<file path="config.mk">
export PLATFORM = sky130hd
export DESIGN_NAME = cache_fill_fsm
export DESIGN_NICKNAME = d
export VERILOG_FILES = /design/src/rtl/cache_pkg.sv /design/src/rtl/fill_counter.sv /design/src/rtl/cache_fill_fsm.sv
export SDC_FILE = /design/constraint.sdc
export NUM_CORES = 1
export LEC_CHECK = 0
export CAP_MARGIN = 20
export CORE_ASPECT_RATIO = 0.7
export CORE_MARGIN = 2
export CORE_UTILIZATION = 35
export CTS_CLUSTER_DIAMETER = 80
export DETAILED_ROUTE_END_ITERATION = 8
export MAX_ROUTING_LAYER = met4
export PLACE_DENSITY = 0.91
export SETUP_SLACK_MARGIN = 0.05
export SYNTH_ARGS = -nofsm -noshare
export SYNTH_HDL_FRONTEND = slang
export SYNTH_SLANG_ARGS = --single-unit
</file>
<file path="constraint.sdc">
create_clock -name clk -period 2.2 [get_ports clk]
set_clock_uncertainty 0.15 [all_clocks]
set_input_delay 0.66 -clock clk [delete_from_list [all_inputs] [get_ports clk]]
set_output_delay 0.66 -clock clk [all_outputs]
set_load 0.02 [all_outputs]
</file>
<file path="src/rtl/cache_pkg.sv">
// Shared types and constants for the cache miss-fill controller.
// Latency: n/a (declarations only).
// Backpressure: n/a.
//
// Contents: fill FSM state enum, block geometry and the block-address mask.
package cache_pkg;

   typedef enum logic [1:0] {
      ST_IDLE = 2'd0,
      ST_FILL = 2'd1,
      ST_DONE = 2'd2
   } fill_state_t;

   localparam int          WORDS_PER_BLOCK = 8;
   localparam int          OFF_W           = 3;
   localparam logic [15:0] BLOCK_MASK      = 16'hFFF0;

endpackage

</file>
<file path="src/rtl/fill_counter.sv">
// Four-bit event counter that saturates at MAX, with synchronous clear.
// Latency: count updates on the clock edge after clr/inc.
// Backpressure: none; increments at MAX are dropped.
//
// Ports: clk, rst_n (async active-low), clr, inc -> cnt[3:0], full (cnt == MAX).
module fill_counter
   import cache_pkg::*;
#(
   parameter logic [3:0] MAX = 4'(WORDS_PER_BLOCK)
) (
   input  logic       clk,
   input  logic       rst_n,
   input  logic       clr,
   input  logic       inc,
   output logic [3:0] cnt,
   output logic       full
);

   always_ff @(posedge clk or negedge rst_n) begin
      if (!rst_n) begin
         cnt <= '0;
      end else if (clr) begin
         cnt <= '0;
      end else if (inc && (cnt != MAX)) begin
         cnt <= cnt + 4'd1;
      end
   end

   assign full = (cnt == MAX);

endmodule

</file>
<file path="src/rtl/cache_fill_fsm.sv">
// Cache miss-fill controller: stalls the core, reads one block from memory, writes data then tag.
// Latency: 10 + memory latency cycles of stall per miss (14 with a 4-cycle memory).
// Backpressure: none toward memory; the core is held off with fsm_busy for the whole fill.
//
// Optional feature: define CACHE_FILL_CWF_EN for critical-word-first ordering.
// Ports: clk, rst_n; miss_detected/miss_address from the cache lookup;
//        memory_data/memory_data_valid from main memory; mem_en/memory_address to memory;
//        write_data_array/data_word/fill_data and write_tag_array/block_base to the arrays;
//        fsm_busy stalls the processor.
module cache_fill_fsm #(
   parameter int WORDS_PER_BLOCK = 8,
   parameter int MEM_LATENCY     = 4
) (
   input  logic        clk,
   input  logic        rst_n,
   input  logic        miss_detected,
   input  logic [15:0] miss_address,
   input  logic [15:0] memory_data,
   input  logic        memory_data_valid,
   output logic        fsm_busy,
   output logic        mem_en,
   output logic [15:0] memory_address,
   output logic        write_data_array,
   output logic [2:0]  data_word,
   output logic [15:0] fill_data,
   output logic        write_tag_array,
   output logic [15:0] block_base
);
   import cache_pkg::*;

   localparam logic [3:0] CNT_MAX = 4'(WORDS_PER_BLOCK);

   // Output widths assume an 8-word block; memory latency must be at least one cycle.
   if (WORDS_PER_BLOCK != 8 || MEM_LATENCY < 1) begin : g_cfg_err
      $error("cache_fill_fsm: unsupported WORDS_PER_BLOCK/MEM_LATENCY");
   end

   fill_state_t      state;
   logic [OFF_W-1:0] start_off;
   logic [3:0]       issue_cnt;
   logic [3:0]       recv_cnt;
   logic             issue_full;
   logic             recv_full;
   logic             fill_start;
   logic             rd_fire;
   logic             wr_fire;
   logic [OFF_W-1:0] issue_off;
   logic [OFF_W-1:0] recv_off;

   assign fill_start = (state == ST_IDLE) && miss_detected;
   assign rd_fire    = (state == ST_FILL) && !issue_full;
   assign wr_fire    = (state == ST_FILL) && memory_data_valid && !recv_full;

   // 3-bit adds wrap modulo the block, giving the critical-word-first rotation for free.
   assign issue_off  = start_off + issue_cnt[2:0];
   assign recv_off   = start_off + recv_cnt[2:0];

   fill_counter #(.MAX(CNT_MAX)) u_issue_cnt (
      .clk   (clk),
      .rst_n (rst_n),
      .clr   (fill_start),
      .inc   (rd_fire),
      .cnt   (issue_cnt),
      .full  (issue_full)
   );

   fill_counter #(.MAX(CNT_MAX)) u_recv_cnt (
      .clk   (clk),
      .rst_n (rst_n),
      .clr   (fill_start),
      .inc   (wr_fire),
      .cnt   (recv_cnt),
      .full  (recv_full)
   );

   always_ff @(posedge clk or negedge rst_n) begin
      if (!rst_n) begin
         state      <= ST_IDLE;
         block_base <= '0;
         start_off  <= '0;
      end else begin
         case (state)
            ST_IDLE: begin
               if (miss_detected) begin
                  block_base <= miss_address & BLOCK_MASK;
`ifdef CACHE_FILL_CWF_EN
                  start_off  <= miss_address[3:1];
`else
                  start_off  <= '0;
`endif
                  state      <= ST_FILL;
               end
            end
            ST_FILL: begin
               // Memory answers in issue order, so the last return closes the fill.
               if (wr_fire && (recv_cnt == CNT_MAX - 4'd1)) begin
                  state <= ST_DONE;
               end
            end
            ST_DONE: state <= ST_IDLE;
            default: state <= ST_IDLE;
         endcase
      end
   end

   // Request/write strobes are decoded from registered state; address and offset are
   // forced to zero when idle so every output reads 0 while reset is held.
   assign mem_en           = rd_fire;
   assign memory_address   = rd_fire ? (block_base + {12'h000, issue_off, 1'b0}) : 16'h0000;
   assign write_data_array = wr_fire;
   assign data_word        = wr_fire ? recv_off : 3'd0;
   assign fill_data        = memory_data;
   assign write_tag_array  = (state == ST_DONE);

   // The miss cycle itself must stall, so the raw miss is folded in; masked during reset.
   assign fsm_busy = rst_n & ((state != ST_IDLE) | miss_detected);

endmodule

</file>
# ---- After elaboration in Yosys (flattened, before gate mapping)
# Cells that the tools add are included.
dict set report totals {
  ff_bits 22
  input_bits 36
  output_inout_bits 55
  wordCells 42
}
dict set report op_classes {
  n_addsub 3
  n_eq_ne 9
  muxes 9
  bitwise 2
  n_reduce_logical 15
}
# cell count
set op_table {}
lappend op_table {{$add A16 B4 Y16} 1}
lappend op_table {{$mux W16} 1}
lappend op_table {{$mux W4} 4}
lappend op_table {{$add A4 B1 Y4 const B} 2}
lappend op_table {{$eq A4 B4 Y1 const B} 2}
lappend op_table {{$ne A4 B4 Y1 const B} 2}
lappend op_table {{$logic_and A1 B1 Y1} 7}
lappend op_table {{$reduce_bool A2 Y1} 3}
lappend op_table {{$eq A4 B3 Y1 const B} 1}
lappend op_table {{$mux W2} 2}
lappend op_table {{$pmux W2 S2} 1}
lappend op_table {{$reduce_and A2 Y1} 2}
lappend op_table {{$mux W3} 1}
lappend op_table {{$eq A2 B1 Y1 const B} 1}
lappend op_table {{$eq A2 B2 Y1 const B} 1}
lappend op_table {{$logic_not A1 Y1} 2}
lappend op_table {{$logic_not A2 Y1} 1}
lappend op_table {{$ne A2 B1 Y1 const B} 1}
lappend op_table {{$ne A2 B2 Y1 const B} 1}
lappend op_table {{$and A1 B1 Y1} 1}
lappend op_table {{$or A1 B1 Y1} 1}

# ---- Depth between registers and ports, before layout
dict set report depth {
  depth_word 6
  mapped_depth 6
  depth_no_buf 5
}

# ---- Hierarchy
# From an unflattened synthesis, not the netlist that was laid out.
dict set report unflattened {
  hier_cells 125
  hier_area_um2 1361.3
}
# mod instances cells_per_inst area_each_um2 seq_area_each_um2
set by_module_without_submodules {}
lappend by_module_without_submodules {cache_fill_fsm 1 77 895.9 350.3}
lappend by_module_without_submodules {fill_counter 2 24 232.7 100.1}

# ---- Worst setup path before layout
# OpenSTA, ideal clock, no wires.
dict set report synth_path {
  path_kind {reg2out}
  startpoint {register u_issue_cnt.cnt[0]}
  endpoint {output port memory_address[1]}
  t_arrival_ns 1.282
  required_ns 1.390
  slack_ns 0.108
  stages_incl_launch_ff 5
  path_buffers 0
  cell_sequence {dfrtp_1 -> inv_1 -> ha_1 -> and3b_1 -> nor3_1}
}
dict set report synth_via {
  elab_chain_len 4
  elab_cells_between_ends 5
  cone_classes {add/sub (1); eq/ne (1); mux (1); reduce/logical (2)}
}
# element line
set synth_lines {}
lappend synth_lines {{start, declared} fill_counter.sv:15} ;# output logic [3:0] cnt,
lappend synth_lines {{start signal, assigned} fill_counter.sv:25} ;# cnt <= cnt + 4'd1;
lappend synth_lines {{parallel branches: the longest is 3 deep, another holds $add A16 B4 Y16} --}
lappend synth_lines {{$mux W16 (*)} cache_fill_fsm.sv:109} ;# assign memory_address = rd_fire ? (block_base + {12'h000, issue_off, 1'b0}) : 16'h0000;
lappend synth_lines {{end, declared} cache_fill_fsm.sv:22} ;# output logic [15:0] memory_address,
# Every way passes the cells marked *.

# ---- Worst setup path in the final report
dict set report layout_path {
  startpoint {register u_issue_cnt.cnt[0]}
  endpoint {output port memory_address[15]}
}
# Same word-level chain as after synthesis.

==> results.txt <==
The flow ran to the end, but the final reports show violations. The checks that failed: negative setup slack. The die outline area is 0.004359 mm². The floorplan has 18 rows. The area added between synthesis and finish is 48.88%. In this run the horizontal extent of the chip is 78.06 µm.

The number of top-level design ports came out at 91. In this run, the number of DRC markers left after iteration 0 of detailed routing was 20. Along the worst hold path, the cell count comes to 1. The critical path ends at memory_address[15].

The total length of routed wires came out at 3136 µm. The synthesized flop and latch total came out at 22. The largest fanout on the critical path came out at 13. Combinational cells account for 69.1% of the total power. The starting density of the core came out at 37.29%. The area of the core came out at 0.003603 mm². For this run, the slowest stage of the critical path takes 390 ps. The number of buffers added to fix hold violations after cts is 0. The number of instances in the synthesized netlist came out at 128. The total routing usage reported by global routing is 14.70%. Final hold analysis gives a worst-case slack of 377.7 ps. Summing all non-filler instances in the final layout gives an area of 0.002001 mm². The clock latency on the worst-skew pair is 260 ps. The synthesized area per cell came out at 10.50 µm². The die extent in y came out at 55.84 µm. The share of the yosys chip area belonging to registers came out at 40.97%.

TritonCTS built the clock tree. Prior to clock tree synthesis, the placed netlist has a worst setup slack of -762.4 ps. The data arrival time of the critical path came out at 1450 ps. The worst-case clock buffer depth is 2. In this run the critical register-to-register path is launched from state[0]$_DFFE_PN0P_. The final standard cell count with taps included and fillers excluded is 238.

Leaving out fill and tap cells, the most frequent cell in the layout is sky130_fd_sc_hd__buf_4. Summed over all nets, the switching power comes to 1.318 mW. The clock buffer count from CTS came out at 3.

The number of clock sinks came out at 22. The via count of the first global-routing pass came out at 1051. In this run the static leakage power is 1.032 nW. The internal reg-to-reg setup slack came out at 400 ps. The period utilization came out at 102.8%.

Setup violations remaining at the end of the flow were counted as 15. The total design power is 3.207 mW. Before antenna repair, the detailed router went through 4 iterations. The number of enable-type register cells in the synthesized netlist is 0. In the routed layout, each cell is associated on average with a via count of 4.571. The remaining global-route overflow came out at 0.

The pin count of the biggest net entering global routing is 23. The routed wirelength normalized by instance count is 13.18 µm. Among all stages on the critical path, the largest delay is contributed by sky130_fd_sc_hd__dfrtp_1. The number of pins exceeding their max-slew limit in the final report is 0. The post-layout minimum cycle time came out at 2261 ps. In this run switching power makes up 41.10% of total power.

The worst setup slack after layout is -60.82 ps. Timing would allow up to 442.3 MHz. The initial antenna violation count came out at 0. Setup repair after global routing could not meet its margin everywhere. The critical path goes through inv_2 -> ha_4 -> nand3b_1 -> buf_6 -> and3_1 -> buf_2. The clock network power share came out at 7.6%. The tool flagged a number of max-cap violations equal to 0. The share of cells above drive strength 1 came out at 44.68%. The critical path endpoint category is an output pin. The kind of critical path is reg -> out. The total vias in the final route is 1088. In the layout the commonest cells are sky130_fd_sc_hd__buf_4 (26), sky130_fd_sc_hd__clkdlybuf4s50_1 (24), sky130_fd_sc_hd__dfrtp_1 (21). The routability congestion estimate came out at 0.7859. Yosys printed 0 warnings. The clock input transition at the sequential cells of the worst setup and hold paths is 70 ps. The layout net count came out at 230. The total internal power is 1.889 mW. In this run the worst setup path begins at u_issue_cnt.cnt[0]$_DFFE_PN0P_. In the routed design, unresolved DRC markers number 0. The worst ir drop on vdd is 0.0009115 V. The CTS H-tree depth is 1. The remaining antenna violation count after routing came out at 0. The cell area after technology mapping came out at 0.001344 mm².

The worst setup path is launched from a register. The post-DP HPWL came out at 2304 µm. The number of hold violations in the final report came out at 0.

The type of the tightest min-delay check is reg -> reg. The wire length of the first global-routing pass is 4933 µm. Among all flip-flop cells after synthesis, the most frequent one is sky130_fd_sc_hd__dfrtp_1. The cell count after placement is 229. The endpoint identified for the worst register-to-register timing path is u_recv_cnt.cnt[1]$_DFFE_PN0P_. The worst reg-to-reg path cell count is 6.

The critical path required time is 1390 ps. Once placement finished, the instance area stood at 0.001897 mm². The count of antenna diodes in the layout is 0. The async set or reset register ratio after synthesis came out at 100.0%.

The tree is rooted in a sky130_fd_sc_hd__clkbuf_8. The power density normalized to cell area is 1603 mW/mm². Of the total power, registers draw 23.3%. The number of distinct library cells after synthesis is 29. The count of buffers inserted at the top-level ports came out at 49.
-- Yosys cell counts (all sizes together), types with 2 or more instances --
library cell   n  share of area (%)
and2           2               0.93
and3          16                7.4
and3b          2                1.3
buf           23                 13
clkbuf         2               0.56
dfrtp         22                 41
ha             4                3.7
inv            5                1.4
mux2          12                 13
mux2i          3                2.2
nand2         10                2.8
nand3          4                1.5
nand3b         2                1.1
nor2           2               0.56
nor3           2               0.74
o21ai          6                2.2
-- worst min-delay path by stage --
| stage | start | to | slack (ps) |
|---|---|---|---|
| after global routing | block_base[4]$_DFFE_PN0P_ | block_base[4]$_DFFE_PN0P_ | 400 |
| after floorplan | rst_n | block_base[10]$_DFFE_PN0P_ | 210 |
| final | block_base[4]$_DFFE_PN0P_ | block_base[4]$_DFFE_PN0P_ | 380 |
| after global placement | block_base[4]$_DFFE_PN0P_ | block_base[4]$_DFFE_PN0P_ | 360 |
| after CTS | block_base[4]$_DFFE_PN0P_ | block_base[4]$_DFFE_PN0P_ | 380 |
| after detailed placement | block_base[14]$_DFFE_PN0P_ | block_base[14]$_DFFE_PN0P_ | 370 |
-- power groups by stage --
stage          Clock (mW)  Sequential [mW]  Combinational (mW)
2_1_floorplan           0            0.885                1.01
3_3_place_gp            0            0.736                2.12
3_5_place_dp            0            0.744                2.16
4_1_cts             0.253            0.743                2.12
5_1_grt             0.270            0.779                2.38
6_report            0.243            0.746                2.22
-- final cells by class --
cell class | count | area [µm²]
flip-flops and latches | 22 | 551.8
multi-input cells | 80 | 669.4
inverters | 5 | 18.77
repair buffers | 78 | 656.9
clock buffers | 3 | 41.29
fillers | 327 | 1603
well taps | 50 | 62.56
-- metrics by stage --
step,setup TNS [ps],utilization (%)
3_3_place_gp,-7629,52.64
5_1_grt,-1731,55.52
6_report,-759.6,55.52
4_1_cts,-918.1,53.78
3_5_place_dp,-8669,52.64
2_1_floorplan,0,-
-- state kept, by name, summed over array words and instances (netlist names) --
signal,cells
u_issue_cnt.cnt,4
block_base,12
u_recv_cnt.cnt,4
state,2
-- cells by family (layout without fill, tap and decap cells) --
| family | count (synthesis) | in the layout | synth area share (%) |
|---|---|---|---|
| compound gates | 8 | 8 | 3.445 |
| buf+inv | 30 | 86 | 15.36 |
| simple gates | 48 | 48 | 20.86 |
| mux | 15 | 15 | 15.36 |
| fa+ha+maj | 4 | 4 | 3.725 |
| other cells | 1 | 5 | 0.2791 |
| flops | 22 | 22 | 40.97 |
-- what timing repair did --
action	in CTS	in global routing
resized for setup	119	15
pin swaps	6	4
setup buffers	3	2
gates cloned	1	0
endpoints found under the setup margin	22	20
-- critical path: cells and delay by family (launching register included) --
| family | cells | cell delay (ps) |
|---|---|---|
| DFF | 1 | 390 |
| buffers and inverters | 3 | 400 |
| and+or+nand+nor | 2 | 270 |
| adders and majority gates | 1 | 130 |
-- per-layer routing --
metal	global-route usage, %	wire (µm)	up-vias
met4	2.256	10	0
met1	18.69	1485	521
li1	-	-	531
met3	4.221	174	3
met2	23.89	1466	33
met5	-	0	-
No activity file was read; power rests on OpenSTA's default activity.
